[src/rtl/alu_exec_if.sv]
// alu_exec_if: instruction handshake, ALU operand/result and writeback signals of alu_exec_ctrl.
interface alu_exec_if #(
    parameter int DATA_W = 16,
    parameter int RA_W = 3
) ();
    logic              instr_valid;
    logic              instr_ready;
    logic [2:0]        instr_op;
    logic [RA_W-1:0]   instr_rd;
    logic [RA_W-1:0]   instr_ra;
    logic [RA_W-1:0]   instr_rb;
    logic [DATA_W-1:0] instr_imm;
    logic [DATA_W-1:0] alu_a;
    logic [DATA_W-1:0] alu_b;
    logic [2:0]        alu_select;
    logic              alu_enable;
    logic [DATA_W-1:0] alu_out;
    logic              alu_carry;
    logic              wb_valid;
    logic [RA_W-1:0]   wb_rd;
    logic [DATA_W-1:0] wb_data;
    logic              flag_carry;
    logic              flag_zero;
    logic              illegal_op;
    modport master (
        output instr_valid, instr_op, instr_rd, instr_ra, instr_rb, instr_imm, alu_out, alu_carry,
        input  instr_ready, alu_a, alu_b, alu_select, alu_enable, wb_valid, wb_rd, wb_data,
               flag_carry, flag_zero, illegal_op
    );
    modport slave (
        input  instr_valid, instr_op, instr_rd, instr_ra, instr_rb, instr_imm, alu_out, alu_carry,
        output instr_ready, alu_a, alu_b, alu_select, alu_enable, wb_valid, wb_rd, wb_data,
               flag_carry, flag_zero, illegal_op
    );
endinterface

[src/rtl/alu_exec_ctrl.sv]
// alu_exec_ctrl: one-instruction-in-flight controller with a register file driving an external ALU.
module alu_exec_ctrl #(
    parameter int DATA_W = 16,
    parameter int RA_W = 3
) (
    input logic clk,
    input logic rst_n,
    alu_exec_if.slave bus
);
    localparam int NREG = 1 << RA_W;
    localparam logic [2:0] OP_LDI = 3'b100;
    typedef enum logic [1:0] {IDLE, OPER, EXEC, WB} state_t;
    state_t            state_q, state_d;
    logic [DATA_W-1:0] rf_q [NREG];
    logic [DATA_W-1:0] rf_d [NREG];
    logic [2:0]        op_q, op_d;
    logic [RA_W-1:0]   rd_q, rd_d, ra_q, ra_d, rb_q, rb_d;
    logic [DATA_W-1:0] alu_a_q, alu_a_d, alu_b_q, alu_b_d;
    logic [2:0]        alu_sel_q, alu_sel_d;
    logic              wb_valid_q, wb_valid_d;
    logic [RA_W-1:0]   wb_rd_q, wb_rd_d;
    logic [DATA_W-1:0] wb_data_q, wb_data_d;
    logic              flag_carry_q, flag_carry_d, flag_zero_q, flag_zero_d;
    logic              illegal_q, illegal_d;
    logic              accept;
    logic [DATA_W-1:0] rf_a, rf_b;

    always_comb begin
        accept       = state_q == IDLE && bus.instr_valid;
        rf_a         = rf_q[ra_q];
        rf_b         = rf_q[rb_q];
        state_d      = state_q;
        rf_d         = rf_q;
        op_d         = op_q;
        rd_d         = rd_q;
        ra_d         = ra_q;
        rb_d         = rb_q;
        alu_a_d      = alu_a_q;
        alu_b_d      = alu_b_q;
        alu_sel_d    = alu_sel_q;
        wb_valid_d   = 1'b0;
        wb_rd_d      = wb_rd_q;
        wb_data_d    = wb_data_q;
        flag_carry_d = flag_carry_q;
        flag_zero_d  = flag_zero_q;
        illegal_d    = 1'b0;
        if (accept) begin
            op_d      = bus.instr_op;
            rd_d      = bus.instr_rd;
            ra_d      = bus.instr_ra;
            rb_d      = bus.instr_rb;
            illegal_d = bus.instr_op > OP_LDI;
            state_d   = bus.instr_op > OP_LDI ? IDLE : bus.instr_op == OP_LDI ? WB : OPER;
            // LDI skips the ALU entirely: its writeback is staged straight from the immediate
            if (bus.instr_op == OP_LDI) begin
                wb_valid_d  = 1'b1;
                wb_rd_d     = bus.instr_rd;
                wb_data_d   = bus.instr_imm;
                flag_zero_d = bus.instr_imm == '0;
            end
        end
        if (state_q == OPER) begin
            alu_a_d   = rf_a;
            alu_b_d   = rf_b;
            alu_sel_d = op_q;
            state_d   = EXEC;
        end
        if (state_q == EXEC) begin
            state_d      = WB;
            wb_valid_d   = 1'b1;
            wb_rd_d      = rd_q;
            wb_data_d    = bus.alu_out;
            flag_zero_d  = bus.alu_out == '0;
            flag_carry_d = op_q[2:1] == 2'b00 ? bus.alu_carry : flag_carry_q;
        end
        if (state_q == WB) begin
            state_d = IDLE;
            if (wb_rd_q != '0) rf_d[wb_rd_q] = wb_data_q;
        end
    end

    always_ff @(posedge clk or negedge rst_n) begin
        if (!rst_n) begin
            state_q      <= IDLE;
            for (int i = 0; i < NREG; i++) rf_q[i] <= '0;
            op_q         <= '0;
            rd_q         <= '0;
            ra_q         <= '0;
            rb_q         <= '0;
            alu_a_q      <= '0;
            alu_b_q      <= '0;
            alu_sel_q    <= '0;
            wb_valid_q   <= 1'b0;
            wb_rd_q      <= '0;
            wb_data_q    <= '0;
            flag_carry_q <= 1'b0;
            flag_zero_q  <= 1'b0;
            illegal_q    <= 1'b0;
        end else begin
            state_q      <= state_d;
            rf_q         <= rf_d;
            op_q         <= op_d;
            rd_q         <= rd_d;
            ra_q         <= ra_d;
            rb_q         <= rb_d;
            alu_a_q      <= alu_a_d;
            alu_b_q      <= alu_b_d;
            alu_sel_q    <= alu_sel_d;
            wb_valid_q   <= wb_valid_d;
            wb_rd_q      <= wb_rd_d;
            wb_data_q    <= wb_data_d;
            flag_carry_q <= flag_carry_d;
            flag_zero_q  <= flag_zero_d;
            illegal_q    <= illegal_d;
        end
    end

    // Operands come straight from the register file in OPER so the prior writeback is visible
    assign bus.instr_ready = state_q == IDLE;
    assign bus.alu_enable  = state_q == OPER || state_q == EXEC;
    assign bus.alu_a       = state_q == OPER ? rf_a : alu_a_q;
    assign bus.alu_b       = state_q == OPER ? rf_b : alu_b_q;
    assign bus.alu_select  = state_q == OPER ? op_q : alu_sel_q;
    assign bus.wb_valid    = wb_valid_q;
    assign bus.wb_rd       = wb_rd_q;
    assign bus.wb_data     = wb_data_q;
    assign bus.flag_carry  = flag_carry_q;
    assign bus.flag_zero   = flag_zero_q;
    assign bus.illegal_op  = illegal_q;
endmodule

[src/flat_wrapper.sv]
// flat-port wrapper written by rule: the top's interface ports become plain ports
module alu_exec_ctrl_flat 
#(
    parameter int DATA_W = 16,
    parameter int RA_W = 3
)
  (clk, rst_n, bus_instr_valid, bus_instr_op, bus_instr_rd, bus_instr_ra, bus_instr_rb, bus_instr_imm, bus_alu_out, bus_alu_carry, bus_instr_ready, bus_alu_a, bus_alu_b, bus_alu_select, bus_alu_enable, bus_wb_valid, bus_wb_rd, bus_wb_data, bus_flag_carry, bus_flag_zero, bus_illegal_op);
  alu_exec_if #(.DATA_W(DATA_W), .RA_W(RA_W)) bus_i ();
  input logic clk;
  input logic rst_n;
  input wire logic [$bits(bus_i.instr_valid)-1:0] bus_instr_valid;
  input wire logic [$bits(bus_i.instr_op)-1:0] bus_instr_op;
  input wire logic [$bits(bus_i.instr_rd)-1:0] bus_instr_rd;
  input wire logic [$bits(bus_i.instr_ra)-1:0] bus_instr_ra;
  input wire logic [$bits(bus_i.instr_rb)-1:0] bus_instr_rb;
  input wire logic [$bits(bus_i.instr_imm)-1:0] bus_instr_imm;
  input wire logic [$bits(bus_i.alu_out)-1:0] bus_alu_out;
  input wire logic [$bits(bus_i.alu_carry)-1:0] bus_alu_carry;
  output wire logic [$bits(bus_i.instr_ready)-1:0] bus_instr_ready;
  output wire logic [$bits(bus_i.alu_a)-1:0] bus_alu_a;
  output wire logic [$bits(bus_i.alu_b)-1:0] bus_alu_b;
  output wire logic [$bits(bus_i.alu_select)-1:0] bus_alu_select;
  output wire logic [$bits(bus_i.alu_enable)-1:0] bus_alu_enable;
  output wire logic [$bits(bus_i.wb_valid)-1:0] bus_wb_valid;
  output wire logic [$bits(bus_i.wb_rd)-1:0] bus_wb_rd;
  output wire logic [$bits(bus_i.wb_data)-1:0] bus_wb_data;
  output wire logic [$bits(bus_i.flag_carry)-1:0] bus_flag_carry;
  output wire logic [$bits(bus_i.flag_zero)-1:0] bus_flag_zero;
  output wire logic [$bits(bus_i.illegal_op)-1:0] bus_illegal_op;
  assign bus_i.instr_valid = bus_instr_valid;
  assign bus_i.instr_op = bus_instr_op;
  assign bus_i.instr_rd = bus_instr_rd;
  assign bus_i.instr_ra = bus_instr_ra;
  assign bus_i.instr_rb = bus_instr_rb;
  assign bus_i.instr_imm = bus_instr_imm;
  assign bus_i.alu_out = bus_alu_out;
  assign bus_i.alu_carry = bus_alu_carry;
  assign bus_instr_ready = bus_i.instr_ready;
  assign bus_alu_a = bus_i.alu_a;
  assign bus_alu_b = bus_i.alu_b;
  assign bus_alu_select = bus_i.alu_select;
  assign bus_alu_enable = bus_i.alu_enable;
  assign bus_wb_valid = bus_i.wb_valid;
  assign bus_wb_rd = bus_i.wb_rd;
  assign bus_wb_data = bus_i.wb_data;
  assign bus_flag_carry = bus_i.flag_carry;
  assign bus_flag_zero = bus_i.flag_zero;
  assign bus_illegal_op = bus_i.illegal_op;
  alu_exec_ctrl #(.DATA_W(DATA_W), .RA_W(RA_W)) u_core (.clk(clk), .rst_n(rst_n), .bus(bus_i));
endmodule
[config.mk]
export PLATFORM = sky130hd
export DESIGN_NAME = alu_exec_ctrl_flat
export DESIGN_NICKNAME = d
export VERILOG_FILES = /design/src/rtl/alu_exec_if.sv /design/src/rtl/alu_exec_ctrl.sv /design/src/flat_wrapper.sv
export SDC_FILE = /design/constraint.sdc
export NUM_CORES = 1
export LEC_CHECK = 0
export CELL_PAD_IN_SITES_DETAIL_PLACEMENT = 1
export CELL_PAD_IN_SITES_GLOBAL_PLACEMENT = 1
export CORE_ASPECT_RATIO = 1.2
export CORE_UTILIZATION = 40
export DETAILED_ROUTE_END_ITERATION = 8
export PLACE_DENSITY = 0.71
export SLEW_MARGIN = 5
export SYNTH_ARGS = -nofsm -noshare
export SYNTH_HDL_FRONTEND = slang
export SYNTH_SLANG_ARGS = --single-unit
[constraint.sdc]
create_clock -name clk -period 2.6 [get_ports clk]
set_input_delay 0.52 -clock clk [delete_from_list [all_inputs] [get_ports clk]]
set_output_delay 0.52 -clock clk [all_outputs]
set_load 0.01 [all_outputs]
==> impl_results.md <==
* Status: finished, violations left
* Failing checks: design-rule violations, negative setup slack
* CP Max Fanout at 7
* CP endpoint kind: primary output
* I/O Buffers at 107
* DIE WIDTH at ~140 um
* Mapped Cells at around 660
* Final Non-Filler Cells at around 1,100
* WS Path Type: flop to primary output
* Synth Warn # at 0
* Placed insts at 1,049
* Synth Area in Adders at less than 1%
* Pre-antenna DRT Iters at 6
* Post-synthesis xor/xnor area fraction at 0%
* Worst clock skew at 0.0123 ns
* MaxCap Viol Count at 0
* DR vias/cell at ~5.5
* Design Area, Final at between 0.01 and 0.015 mm^2
* Clock transition at path regs at 0.07 ns
* Rows at 62
* Fmax achieved at 0.368 GHz
* Root buffer cell: clkbuf_16
* Drt wl/cell at ~25 um
* CTS tree: yes
* H-tree levels at 4
* Vias in the first global route at 7,013
* Clk sinks at 200
* Max incr delay on CP at a little over 0.5 ns
* Die ar. at 0.0249 mm^2
* P_leak at 5.36 nW
* Clk buf depth at 2
* Worst Path Arrival at around 2.2 ns
* Worst hold path type: input pin to async pin
* Crit path buf inv count at 4
* Post-synthesis sequential area ratio at 51.7%
* Setup-failing EPs final at 23
* Vias at between 6,000 and 7,000
* Worst path required time at 2.08 ns
* Clk_lat worst skew at 0.44 ns
* Synth Area in Simple Gates at 4.43%
* CORE AREA at 0.0239 mm^2
* First-pass GRT wire length at 42,100 um
* Fin crit share at 105%
* Mapped Area at 0.00969 mm^2
* Worst path cell trace: buf_12 > buf_12 > buf_12 > mux4_2 > mux2i_2 > a21oi_2 > buf_2
* P&R area growth vs syn at 26.6%
* Fin worst setup slack at -0.117 ns
* Starting Density at 40.6%
* Worst path slowest cell: mux4_2
* Fill cell count at 2,385
* Synth unique cells at 30
* Fraction of layout cells with a size suffix above 1 at 46.3%
* Setup_tns at -0.891 ns
* Synth Area per Inst at 14.8 um^2
* I/O pins at about 110
* Antenna violations before repair at 0
* Register area at between 0.005 and 0.006 mm^2
* Max IR drop VDD at 0.000629 V
* CP startpoint kind: flop
* Total wire length at roughly 28,000 um
* CTS Buf Count at 17
* Vert. Die Dim at ~170 um
* Gpl congestion at ~0.77
* Worst slew pin tran at 0.643 ns
* Setup WS pre-CTS at -0.0678 ns
* Multiplexer area fraction after synthesis at 36.3%
* Post-route minimum period at 2.72 ns
* RSZ-0062 raised after global routing: true
* Drc violations at 1
* Compound-Gate Fraction of Synth Area at 3.11%
* Post-route ant nets at 0
* Pin count of the biggest net entering global routing at 72
* CP dominant cell by count: buf_12
* #FFs+latches synth at 200
* Diode count at 0
* Fin nets at 844
* GRT overflow at 0
* PD cells at 1430 mW/mm^2
* Max Slew Vio Count at 0
* Main combinational cell family by area after synthesis: multiplexers
* Total GRT Usage at 23.6%
* Post-synthesis net count at 708
* Hold Violations, Final at 0
* Multi-input gate area at 0.00445 mm^2
* Dpl hpwl at 16,500 um
* Slew headroom at 57.1%
* Critical path's top delay family: multiplexers
* Hold-fix buffers, CTS at 0
* Initial DRC Count at 301
* Area after DPL at ~0.011 mm^2
## flip-flops by register name (all words and copies together), names as in the netlist
register               cells
u_core.alu_a_q            16
u_core.alu_b_q            16
u_core.alu_sel_q           3
u_core.bus.flag_carry      1
u_core.bus.flag_zero       1
u_core.bus.illegal_op      1
u_core.bus.wb_data        16
u_core.bus.wb_rd           3
u_core.bus.wb_valid        1
u_core.op_q                3
u_core.ra_q                3
u_core.rb_q                3
u_core.rd_q                3
u_core.rf_q              128
u_core.state_q             2
## cells in the mapped netlist
cell type,n,area [um^2]
dfrtp_1,200,5000
mux2_2,127,1430
mux2i_1,51,510
nor2_1,37,139
mux4_1,36,946
a21oi_1,34,170
clkbuf_1,28,105
mux4_2,28,631
nand2_1,25,93.8
o21ai_0,21,105
buf_2,18,90.1
buf_6,12,135
buf_4,6,45.0
nor4_1,5,31.3
ha_1,4,50.1
a31oi_1,3,18.8
inv_1,3,11.3
nand4b_2,3,45.0
and4bb_1,2,25.0
nand4_1,2,12.5
nor3_1,2,10.0
a21o_1,1,7.51
and2_1,1,6.26
nand4_2,1,12.5
nor2b_1,1,6.26
nor3_4,1,16.3
nor3b_1,1,7.51
or3_1,1,6.26
or4_1,1,7.51
or4b_1,1,10.0
## metal layers
layer / global-route usage (%) / vias up / wire length, um
met2: 41.1 / 180 / 14600
met1: 29.8 / 3315 / 11200
li1: - / 2701 / -
met4: 7.54 / 0 / 558
met3: 3.99 / 38 / 1240
met5: 0 / - / 0
## power breakdown
part | leakage (nW) | internal (W) | total [W] | switching [W]
logic | 2.55 | 0.00506 | 0.00916 | 0.00410
clock network | 0.281 | 0.00148 | 0.00266 | 0.00119
registers | 2.53 | 0.00447 | 0.00576 | 0.00129
total | 5.36 | 0.0110 | 0.0176 | 0.00658
## cells in the final DEF (no fill, tap or decap), types with 3 or more instances in the layout
| cell type | count |
|---|---|
| inv_1 | 3 |
| buf_12 | 17 |
| buf_6 | 8 |
| mux2_2 | 127 |
| mux4_2 | 58 |
| mux2i_1 | 34 |
| nor2_1 | 37 |
| mux2i_2 | 7 |
| a21oi_1 | 9 |
| clkbuf_16 | 17 |
| clkbuf_8 | 3 |
| clkinv_4 | 3 |
| o21ai_0 | 21 |
| dfrtp_2 | 3 |
| nor4_1 | 5 |
| clkdlybuf4s50_1 | 71 |
| dlygate4sd2_1 | 3 |
| dfrtp_1 | 197 |
| ha_1 | 3 |
| buf_2 | 31 |
| nand4b_2 | 3 |
| mux2i_4 | 10 |
| buf_4 | 45 |
| clkbuf_1 | 3 |
| mux4_1 | 6 |
| nand2_1 | 25 |
| a21oi_2 | 25 |
## logic make-up (layout without fill, tap and decap cells)
| logic type | after synthesis | in the layout |
|---|---|---|
| DFF | 200 | 200 |
| buffers and inverters | 67 | 216 |
| and+or+nand+nor | 84 | 84 |
| AOI/OAI and AO/OA | 59 | 59 |
| muxes | 242 | 242 |
| adders and majority gates | 4 | 4 |
## cell type report
type                    count  area share (%)
repair buffers            181            14.8
well taps                 320            3.26
multi-input cells         389            36.3
clock buffers              22            3.79
flip-flops and latches    200            40.8
inverters                   3          0.0918
clock inverters            10           0.979
## worst reg2reg max path: stages (launching register included)
cell     delay [ns]
dfrtp_2        0.43
buf_12         0.16
buf_12         0.15
mux4_2         0.52
mux2i_1        0.18
a21oi_2        0.09
buf_4          0.13
buf_4          0.12
buf_4          0.12
buf_4          0.12
buf_4          0.12
buf_4          0.12
buf_4          0.12
## worst paths after layout
path / slack, ns / to / startpoint / cells past startpoint
setup / recovery: -0.12 / bus_alu_b[11] / u_core.rb_q[0]$_DFFE_PN0P_ / 7
setup reg to reg: 0.15 / u_core.alu_a_q[2]$_DFF_PN0_ / u_core.ra_q[0]$_DFFE_PN0P_ / 12
min in group clk: 0.40 / u_core.rf_q[127]$_DFFE_PN0P_ / u_core.rf_q[127]$_DFFE_PN0P_ / 0
max in group asynchronous: 1.65 / u_core.ra_q[0]$_DFFE_PN0P_ / rst_n / 2
hold reg to reg: 0.40 / u_core.rf_q[127]$_DFFE_PN0P_ / u_core.rf_q[127]$_DFFE_PN0P_ / 0
hold / removal: 0.07 / u_core.alu_a_q[9]$_DFF_PN0_ / rst_n / 1
## metrics by stage
stage,hold WS [ns],util (%),power (W)
2_1_floorplan,0.224,-,0.00998
3_3_place_gp,0.371,46.8,0.0128
3_5_place_dp,0.382,46.8,0.0133
4_1_cts,0.121,50.5,0.0170
5_1_grt,0.134,51.3,0.0185
6_report,0.0657,51.3,0.0176
## what timing repair did
| action | CTS | global route |
|---|---|---|
| setup buffers | 24 | 18 |
| pin swaps | 21 | 16 |
| resized for setup | 201 | 36 |
| gates cloned | 5 | 0 |
| setup endpoints to repair | 35 | 33 |
Power figures use the tool's default switching activity.
